### src/rtl/gcd_sched_pkg.sv
// Shared types and defaults for the round-robin GCD scheduler.
package gcd_sched_pkg;

    typedef enum logic [2:0] {
        StIdle,
        StGrant,
        StIssue,
        StWait,
        StResp
    } state_e;

    localparam int unsigned DefNreq    = 4;
    localparam int unsigned DefW       = 8;
    localparam int unsigned DefTimeout = 1024;

    // Width needed to hold 0..n-1, never less than one bit.
    function automatic int unsigned clog2_min1(input int unsigned n);
        int unsigned w;
        w = unsigned'($clog2(n));
        if (w < 1) begin
            w = 1;
        end
        return w;
    endfunction

endpackage

### src/rtl/rr_pick.sv
// Combinational round-robin picker: first set request at or after the pointer, wrapping.
module rr_pick #(
    parameter int unsigned NREQ = 4,
    parameter int unsigned PtrW = 2
) (
    input  logic [NREQ-1:0] req_i,
    input  logic [PtrW-1:0] ptr_i,
    output logic [NREQ-1:0] win_oh_o,
    output logic [PtrW-1:0] win_idx_o,
    output logic            any_o
);

    // Scan NREQ slots starting at the pointer; the first hit wins.
    always_comb begin
        int unsigned j;
        j         = 0;
        win_oh_o  = '0;
        win_idx_o = '0;
        any_o     = 1'b0;
        for (int unsigned i = 0; i < NREQ; i++) begin
            j = (32'(ptr_i) + i) % NREQ;
            if (!any_o && req_i[j]) begin
                any_o       = 1'b1;
                win_oh_o[j] = 1'b1;
                win_idx_o   = PtrW'(j);
            end
        end
    end

endmodule

### src/rtl/gcd_rr_scheduler.sv
// Shares one subtractive GCD engine between NREQ requesters with round-robin
// arbitration, zero-operand bypass and a watchdog on the engine wait.
module gcd_rr_scheduler
    import gcd_sched_pkg::*;
#(
    parameter int unsigned NREQ    = DefNreq,
    parameter int unsigned W       = DefW,
    parameter int unsigned TIMEOUT = DefTimeout
) (
    input  logic            clk,
    input  logic            clr,
    input  logic [NREQ-1:0] req,
    input  logic [NREQ*W-1:0] xin_bus,
    input  logic [NREQ*W-1:0] yin_bus,
    output logic [NREQ-1:0] gnt,
    output logic [NREQ-1:0] rsp_vld,
    output logic [W-1:0]    rsp_data,
    output logic            rsp_err,
    output logic            busy,
    output logic            eng_go,
    output logic [W-1:0]    eng_x,
    output logic [W-1:0]    eng_y,
    input  logic            eng_done,
    input  logic [W-1:0]    eng_r
);

    localparam int unsigned PtrW = clog2_min1(NREQ);
    localparam int unsigned CntW = clog2_min1(TIMEOUT);

    state_e          state_q;
    logic [PtrW-1:0] ptr_q;
    logic [PtrW-1:0] owner_q;
    logic [W-1:0]    x_q;
    logic [W-1:0]    y_q;
    logic [CntW-1:0] cnt_q;
    logic [NREQ-1:0] gnt_q;
    logic [NREQ-1:0] rsp_vld_q;
    logic [W-1:0]    rsp_data_q;
    logic            rsp_err_q;
    logic            busy_q;
    logic            eng_go_q;

    logic [NREQ-1:0] pick_oh;
    logic [PtrW-1:0] pick_idx;
    logic            pick_any;
    logic [W-1:0]    x_sel;
    logic [W-1:0]    y_sel;
    logic [NREQ-1:0] owner_oh;

    rr_pick #(
        .NREQ (NREQ),
        .PtrW (PtrW)
    ) u_rr_pick (
        .req_i     (req),
        .ptr_i     (ptr_q),
        .win_oh_o  (pick_oh),
        .win_idx_o (pick_idx),
        .any_o     (pick_any)
    );

    // Select the winning requester's operand pair from the packed buses.
    always_comb begin
        x_sel = '0;
        y_sel = '0;
        for (int unsigned i = 0; i < NREQ; i++) begin
            if (pick_idx == PtrW'(i)) begin
                x_sel = xin_bus[i*W +: W];
                y_sel = yin_bus[i*W +: W];
            end
        end
        owner_oh = NREQ'(1) << owner_q;
    end

    // Scheduler FSM; every output is a register loaded on entry to the state that shows it.
    always_ff @(posedge clk) begin
        if (clr) begin
            state_q    <= StIdle;
            ptr_q      <= '0;
            owner_q    <= '0;
            x_q        <= '0;
            y_q        <= '0;
            cnt_q      <= '0;
            gnt_q      <= '0;
            rsp_vld_q  <= '0;
            rsp_data_q <= '0;
            rsp_err_q  <= 1'b0;
            busy_q     <= 1'b0;
            eng_go_q   <= 1'b0;
        end else begin
            gnt_q     <= '0;
            rsp_vld_q <= '0;
            eng_go_q  <= 1'b0;
            unique case (state_q)
                StIdle: begin
                    if (pick_any) begin
                        owner_q <= pick_idx;
                        x_q     <= x_sel;
                        y_q     <= y_sel;
                        gnt_q   <= pick_oh;
                        busy_q  <= 1'b1;
                        state_q <= StGrant;
                    end
                end
                StGrant: begin
                    // A zero operand would hang the subtractive engine; answer directly.
                    if (x_q == '0 || y_q == '0) begin
                        rsp_data_q <= x_q | y_q;
                        rsp_err_q  <= 1'b0;
                        rsp_vld_q  <= owner_oh;
                        state_q    <= StResp;
                    end else begin
                        eng_go_q <= 1'b1;
                        state_q  <= StIssue;
                    end
                end
                StIssue: begin
                    cnt_q   <= '0;
                    state_q <= StWait;
                end
                StWait: begin
                    // Done takes priority over a watchdog expiry in the same cycle.
                    if (eng_done) begin
                        rsp_data_q <= eng_r;
                        rsp_err_q  <= 1'b0;
                        rsp_vld_q  <= owner_oh;
                        state_q    <= StResp;
                    end else if (cnt_q == CntW'(TIMEOUT - 1)) begin
                        rsp_data_q <= '0;
                        rsp_err_q  <= 1'b1;
                        rsp_vld_q  <= owner_oh;
                        state_q    <= StResp;
                    end else begin
                        cnt_q <= cnt_q + 1'b1;
                    end
                end
                StResp: begin
                    ptr_q   <= (owner_q == PtrW'(NREQ - 1)) ? '0 : owner_q + 1'b1;
                    busy_q  <= 1'b0;
                    state_q <= StIdle;
                end
                default: begin
                    state_q <= StIdle;
                end
            endcase
        end
    end

    assign gnt      = gnt_q;
    assign rsp_vld  = rsp_vld_q;
    assign rsp_data = rsp_data_q;
    assign rsp_err  = rsp_err_q;
    assign busy     = busy_q;
    assign eng_go   = eng_go_q;
    assign eng_x    = x_q;
    assign eng_y    = y_q;

endmodule

### config.mk
export PLATFORM = sky130hd
export DESIGN_NAME = gcd_rr_scheduler
export DESIGN_NICKNAME = d
export VERILOG_FILES = /design/src/rtl/gcd_sched_pkg.sv /design/src/rtl/rr_pick.sv /design/src/rtl/gcd_rr_scheduler.sv
export SDC_FILE = /design/constraint.sdc
export NUM_CORES = 1
export LEC_CHECK = 0
export CAP_MARGIN = 40
export CORE_MARGIN = 2
export CORE_UTILIZATION = 47
export CTS_BUF_LIST = sky130_fd_sc_hd__clkbuf_4
export CTS_CLUSTER_SIZE = 16
export DETAILED_ROUTE_END_ITERATION = 12
export PLACE_DENSITY = 0.84
export SLEW_MARGIN = 20
export SYNTH_ARGS = -nofsm -noshare
export SYNTH_HDL_FRONTEND = slang
export SYNTH_HIERARCHICAL = 1
export SYNTH_SLANG_ARGS = --single-unit
export TNS_END_PERCENT = 20
### constraint.sdc
create_clock -name clk -period 3.5 [get_ports clk]
set_clock_uncertainty 0.15 [all_clocks]
set_input_delay 0.875 -clock clk [delete_from_list [all_inputs] [get_ports clk]]
set_output_delay 0.875 -clock clk [all_outputs]
set_load 0.01 [all_outputs]
=== After elaboration in Yosys (flattened, before gate mapping) ===
Index checks and enable logic that the tools add are counted.

* Bits in registers: 52
* Input port bits: 79
* Output and inout bits: 35
* Word-level logic and storage cells: 132

* Add/subtract/negate cells: 5
* Order comparisons: 8
* Equality and inequality tests: 14
* Shift operators: 1
* Muxes and demuxes: 60
* Bitwise gates (word level): 7
* Reductions and logical operators: 25

{| class="wikitable"
|+ Operators by type and width
! operator !! count
|-
| $mux W8 || 11
|-
| $mux W4 || 7
|-
| $mux W10 || 2
|-
| $pmux W10 S2 || 1
|-
| $mux W1 || 17
|-
| $logic_not A8 Y1 || 2
|-
| $pmux W8 S2 || 1
|-
| $lt A2 B3 Y1 const B || 4
|-
| $mux W3 || 4
|-
| $or A4 B4 Y4 || 3
|-
| $pmux W3 S4 || 1
|-
| $add A10 B1 Y10 const B || 1
|-
| $eq A10 B10 Y1 const B || 1
|-
| $mux W2 || 5
|-
| $bmux W1 S2 || 4
|-
| $demux W1 S2 || 4
|-
| $ge A2 B1 Y1 const B || 4
|-
| $ne A2 B2 Y1 const B || 4
|-
| $or A8 B8 Y8 || 1
|-
| $pmux W4 S2 || 1
|-
| $logic_and A1 B1 Y1 || 7
|-
| $eq A2 B2 Y1 const B || 3
|-
| $eq A3 B2 Y1 const B || 2
|-
| $reduce_and A2 Y1 || 3
|-
| other kinds (17) || 27
|}

=== Longest topological paths before layout ===
* Word-level depth: 17
* Depth in mapped cells: 13
* Gate-level depth less buffers: 9

=== By module ===
Netlist, hierarchy kept.

{| class="wikitable"
|+ Modules (own cells, without submodules)
! module !! instances !! cells each !! area each (um2) !! sequential area each (um2)
|-
| gcd_rr_scheduler || 1 || 303 || 2733.9 || 1041.0
|-
| rr_pick || 1 || 45 || 421.7 || 0.0
|}

=== Worst setup path after synthesis ===
OpenSTA, ideal clock, no wires.

* Path kind: input to register
* From: input port req[2]
* To: register x_q[0] (netlist: eng_x[0])
* Library setup time: 0.132 ns
* Data arrival time: 3.009 ns
* Data required time: 3.218 ns
* Slack: 0.209 ns
* Stages on the path: 10
* Cells stage by stage: mux4_2 -> buf_6 -> and2b_2 -> o21ai_0 -> o31ai_1 -> buf_4 -> buf_2 -> mux4_2 -> nand2_1 -> a21oi_1

* Longest elaborated chain between the ends: 17

{| class="wikitable"
|+ Ends and longest elaborated chain
! what !! RTL line !! text
|-
| start: declaration || gcd_rr_scheduler.sv:12 || <nowiki>input logic [NREQ-1:0] req,</nowiki>
|-
| $bmux W1 S2 || rr_pick.sv:22 || <nowiki>if (!any_o && req_i[j]) begin</nowiki>
|-
| $mux W1 (implied by the code) || rr_pick.sv:22 ||
|-
| $mux W1 || rr_pick.sv:22 ||
|-
| $logic_not A1 Y1 || rr_pick.sv:22 ||
|-
| $logic_and A1 B1 Y1 || rr_pick.sv:22 ||
|-
| $mux W1 || rr_pick.sv:22 ||
|-
| $logic_not A1 Y1 || rr_pick.sv:22 ||
|-
| $logic_and A1 B1 Y1 || rr_pick.sv:22 ||
|-
| $mux W1 || rr_pick.sv:22 ||
|-
| $logic_not A1 Y1 || rr_pick.sv:22 ||
|-
| $logic_and A1 B1 Y1 || rr_pick.sv:22 ||
|-
| $mux W2 (*) || rr_pick.sv:22 ||
|-
| via pick_idx[0] || gcd_rr_scheduler.sv:44 || <nowiki>logic [PtrW-1:0] pick_idx;</nowiki>
|-
| $logic_not A2 Y1 || gcd_rr_scheduler.sv:66 || <nowiki>if (pick_idx == PtrW'(i)) begin</nowiki>
|-
| $mux W8 (3 in a row) || gcd_rr_scheduler.sv:66 ||
|-
| $mux W8 (*) || gcd_rr_scheduler.sv:66 ||
|-
| end signal: assignment || gcd_rr_scheduler.sv:97 || <nowiki>x_q <= x_sel;</nowiki>
|-
| end: declaration || gcd_rr_scheduler.sv:33 || <nowiki>logic [W-1:0] x_q;</nowiki>
|}

Mark *: on every way through the listed nets, which the timed path passes. The rest lies on a longest branch. The select of a mux whose other input is x is not followed.
A chain may end at the register's enable or synchronous reset.

=== Worst setup path in the final report ===
* From: input port req[0]
* To: register x_q[7] (netlist: eng_x[7])

The elaborated chain is that of the path after synthesis.

==> metrics.log <==
[metrics] Max transition margin: 0.556
[metrics] total CTS buffers: 5
[metrics] kind of capture point of the worst setup path: register
[metrics] clock transition time at the flip-flop clock pins of the worst setup and hold paths: 0.17 ns
[metrics] main combinational cell family by area after synthesis: simple AND/OR/NAND/NOR gates
[metrics] Synth cell types: 54
[metrics] global-route usage over all layers: 0.242
[metrics] fraction of the yosys area taken by sequential cells: 0.330
[metrics] DRC viols: 1
[metrics] post-CTS setup buffers: 0
[metrics] Req. time, crit path: about 3.6 ns
[metrics] synthesis warning total: 6
[metrics] Vias: 3218
[metrics] Setup-failing EPs final: 0
[metrics] top area cells in the synthesized netlist: dfxtp_1, mux4_2, a21oi_1
[metrics] final critical delay including setup and external delays: 3.33 ns
[metrics] Syn Nets: 437
[metrics] share of the synthesized area in the top cell type: 0.330
[metrics] average cell area after synthesis: a little over 9 µm²
[metrics] worst-margin pin slew: ~0.67 ns
[metrics] number of buffers added to fix hold violations after cts: 0
[metrics] main flop type after synthesis: dfxtp_1
[metrics] CP peak stage delay: around 0.51 ns
[metrics] wirelength, routed: 8.74 mm
[metrics] Iter 0 DRT Violations: 200
[metrics] die height: between 80 and 90 µm
[metrics] compound-cell area share of the yosys netlist: 0.172
[metrics] last weighted congestion value of the routability-driven placer: approximately 0.84
[metrics] routed via count divided by cell count: between 5 and 6
[metrics] die area: ~7400 µm²
[metrics] top-level I/O count: around 110
[metrics] number of synthesized flops with an enable pin: 0
[metrics] most common library cell in the layout ignoring fill and taps: clkdlybuf4s50_1
[metrics] worst path arrival time: 3.46 ns
[metrics] Port Buffers: about 110
[metrics] H-tree depth: 2
[metrics] core region area: about 6400 µm²
[metrics] starting density of the core: 0.491
[metrics] via count of the first global-routing pass: around 3.2k
[metrics] FP Rows: 29
[metrics] floorplan die width: roughly 86 µm
[metrics] met2 Resource Use GR: 0.431
[metrics] residual antenna-violating net count after detailed routing: 0
[metrics] Final Cycle Share: 0.952
[metrics] latest clock arrival within the worst-skew pair: about 0.4 ns
[metrics] GRT overflow: 0
[metrics] number of antenna violations at the first check in global routing: 0
[metrics] status: complete, but fails checks
[metrics] Mapped Area: 3160 µm²
[metrics] total of flip-flops plus latches after synthesis: 52
[metrics] pin count of the biggest net entering global routing: 34
[metrics] met3 demand-to-capacity share in global routing: 0.0327
[metrics] maximum clock frequency: between 200 and 300 MHz
[metrics] post-synthesis cell count: between 300 and 400
[metrics] CTS tree: built
[metrics] global-route wire length before repair: ~14 mm
[metrics] Most Crowded Layer GR: met2
[metrics] Final Hold Viols: 0
[metrics] fraction of the mapped netlist area in adder cells: 0.0397
[metrics] biggest area consumer among synthesized cells: dfxtp_1
[metrics] most used cells in the layout excluding fill and tap cells: clkdlybuf4s50_1, nand2_1, dfxtp_1, a21oi_1
[metrics] total power density per cell area: ~370 nW/µm²
[metrics] maximum buffer depth of the clock tree: 2
[metrics] HPWL Detailed: 6.84 mm
[metrics] CP Class: in2reg
[metrics] first-pass detailed-route iteration total: 8
[metrics] worst hold margin: between 0.3 and 0.4 ns
[metrics] layout overhead on the synthesized area: 43.3%
[metrics] Post-Synth Simple-Gate Area: 0.249
[metrics] violations in the final reports: design-rule violations
[metrics] DR WL/cell: approximately 16 µm
[metrics] max-cap viol count: 0
[metrics] Synth Area in XOR/XNOR: 0
[metrics] met1 usage: 0.293
[metrics] layout net count: around 560
[metrics] count of final max-slew check failures: 0
[metrics] clock sink count: 52
[metrics] mux contribution to synthesized area: 0.161
[metrics] fraction of final layout cells sized beyond drive strength 1: 0.151
[metrics] worst supply voltage drop on vdd: approximately 0.00018 V
[metrics] Leak: 1.60 nW
[metrics] class of the worst hold path: reg2reg
[metrics] CP startpoint kind: input port
[metrics] Ant. Diodes: 0
[metrics] unrepaired setup endpoints after global routing: no
[metrics] number of instances resized during post-cts repair: 0
[metrics] worst reg2reg setup slack: 0.34 ns
[metrics] setup TNS after final layout: 0 ns
[metrics] root cell of the clock tree: clkbuf_4
[metrics] async set or reset register ratio after synthesis: 0
[metrics] Layout fillers: between 400 and 500
[metrics] Worst Path Max Fanout: 17
[metrics] slowest CP cell: mux4_2
[metrics] worst-path cell chain: clkdlybuf4s50_1 > buf_4 > mux4_2 > buf_4 > nor4b_4 > nor2_1 > a32o_1 > buf_12 > mux4_2 > nand2_1 > a21oi_1
cell usage after synthesis, types with 5 or more instances:
cell and instances:
clkbuf_1 9, nor4_1 5, nor3_1 14, a22oi_1 8, inv_1 5, nand2_1 53
o21ai_0 22, ha_1 10, mux4_2 18, and2_1 5, dfxtp_1 52, a21oi_1 46
nor2_1 22, nand2b_1 5, nand3_1 14
layer usage:
| layer | wire (µm) | vias to the layer above |
|---|---|---|
| met1 | 3380 | 1507 |
| met2 | 4580 | 151 |
| met4 | 237 | 0 |
| met5 | 0 | - |
| li1 | - | 1533 |
| met3 | 542 | 27 |
metrics by stage:
stage	instances	area (µm²)	util	power, mW	worst slack, ns
after floorplan	348	3160	-	1.10	0.209
after global placement	533	4410	0.687	1.37	-0.557
after detailed placement	534	4420	0.688	1.39	-0.325
after CTS	542	4480	0.698	1.68	0.118
after global routing	547	4520	0.704	1.78	0.0567
final	547	4520	0.704	1.69	0.166
final timing paths:
| check | startpoint | cells past startpoint | to |
|---|---|---|---|
| worst min register to register | rsp_data[3]$_SDFFE_PP0P_ | 2 | rsp_data[3]$_SDFFE_PP0P_ |
| worst max-delay path | req[0] | 11 | eng_x[7]$_SDFFE_PP0P_ |
| worst max register to register | ptr_q[1]$_SDFFE_PP0P_ | 11 | eng_x[0]$_SDFFE_PP0P_ |
| worst min-delay path | rsp_data[3]$_SDFFE_PP0P_ | 2 | rsp_data[3]$_SDFFE_PP0P_ |
power by group:
| part | total (mW) | switching [mW] | leakage (nW) | internal, mW |
|---|---|---|---|---|
| combinational | 0.676 | 0.313 | 1.15 | 0.363 |
| clock | 0.292 | 0.209 | 0.0293 | 0.0830 |
| sequential | 0.718 | 0.0652 | 0.424 | 0.653 |
| total | 1.69 | 0.587 | 1.60 | 1.10 |
area by class of cell:
type                       count  area [µm²]  area share
clock buffer                   5        37.5     0.00830
timing repair buffer         137        1320       0.292
tap                           77        96.3      0.0213
multi-input combinational    268        1980       0.438
sequential                    52        1040       0.230
clock inverter                 3        26.3     0.00581
inverter                       5        18.8     0.00415
state kept, by name (all words and copies together), names as in the netlist:
| register | flops |
|---|---|
| rsp_data | 8 |
| cnt_q | 10 |
| ptr_q | 2 |
| eng_x | 8 |
| rsp_vld | 4 |
| rsp_err | 1 |
| eng_go | 1 |
| gnt | 4 |
| state_q | 3 |
| eng_y | 8 |
| owner_q | 2 |
| busy | 1 |
kinds of logic after synthesis:
| family | Yosys count |
|---|---|
| muxes | 25 |
| AOI/OAI and AO/OA | 92 |
| buffers and inverters | 28 |
| adders and majority gates | 10 |
| and+or+nand+nor | 141 |
| DFF | 52 |
critical path, delay by kind of cell:
kind                   cells  cell delay [ns]
AOI/OAI and AO/OA          2             0.32
buffers and inverters      4             0.97
muxes                      2             0.82
and+or+nand+nor            3             0.48
No activity file was read; power rests on OpenSTA's default activity.
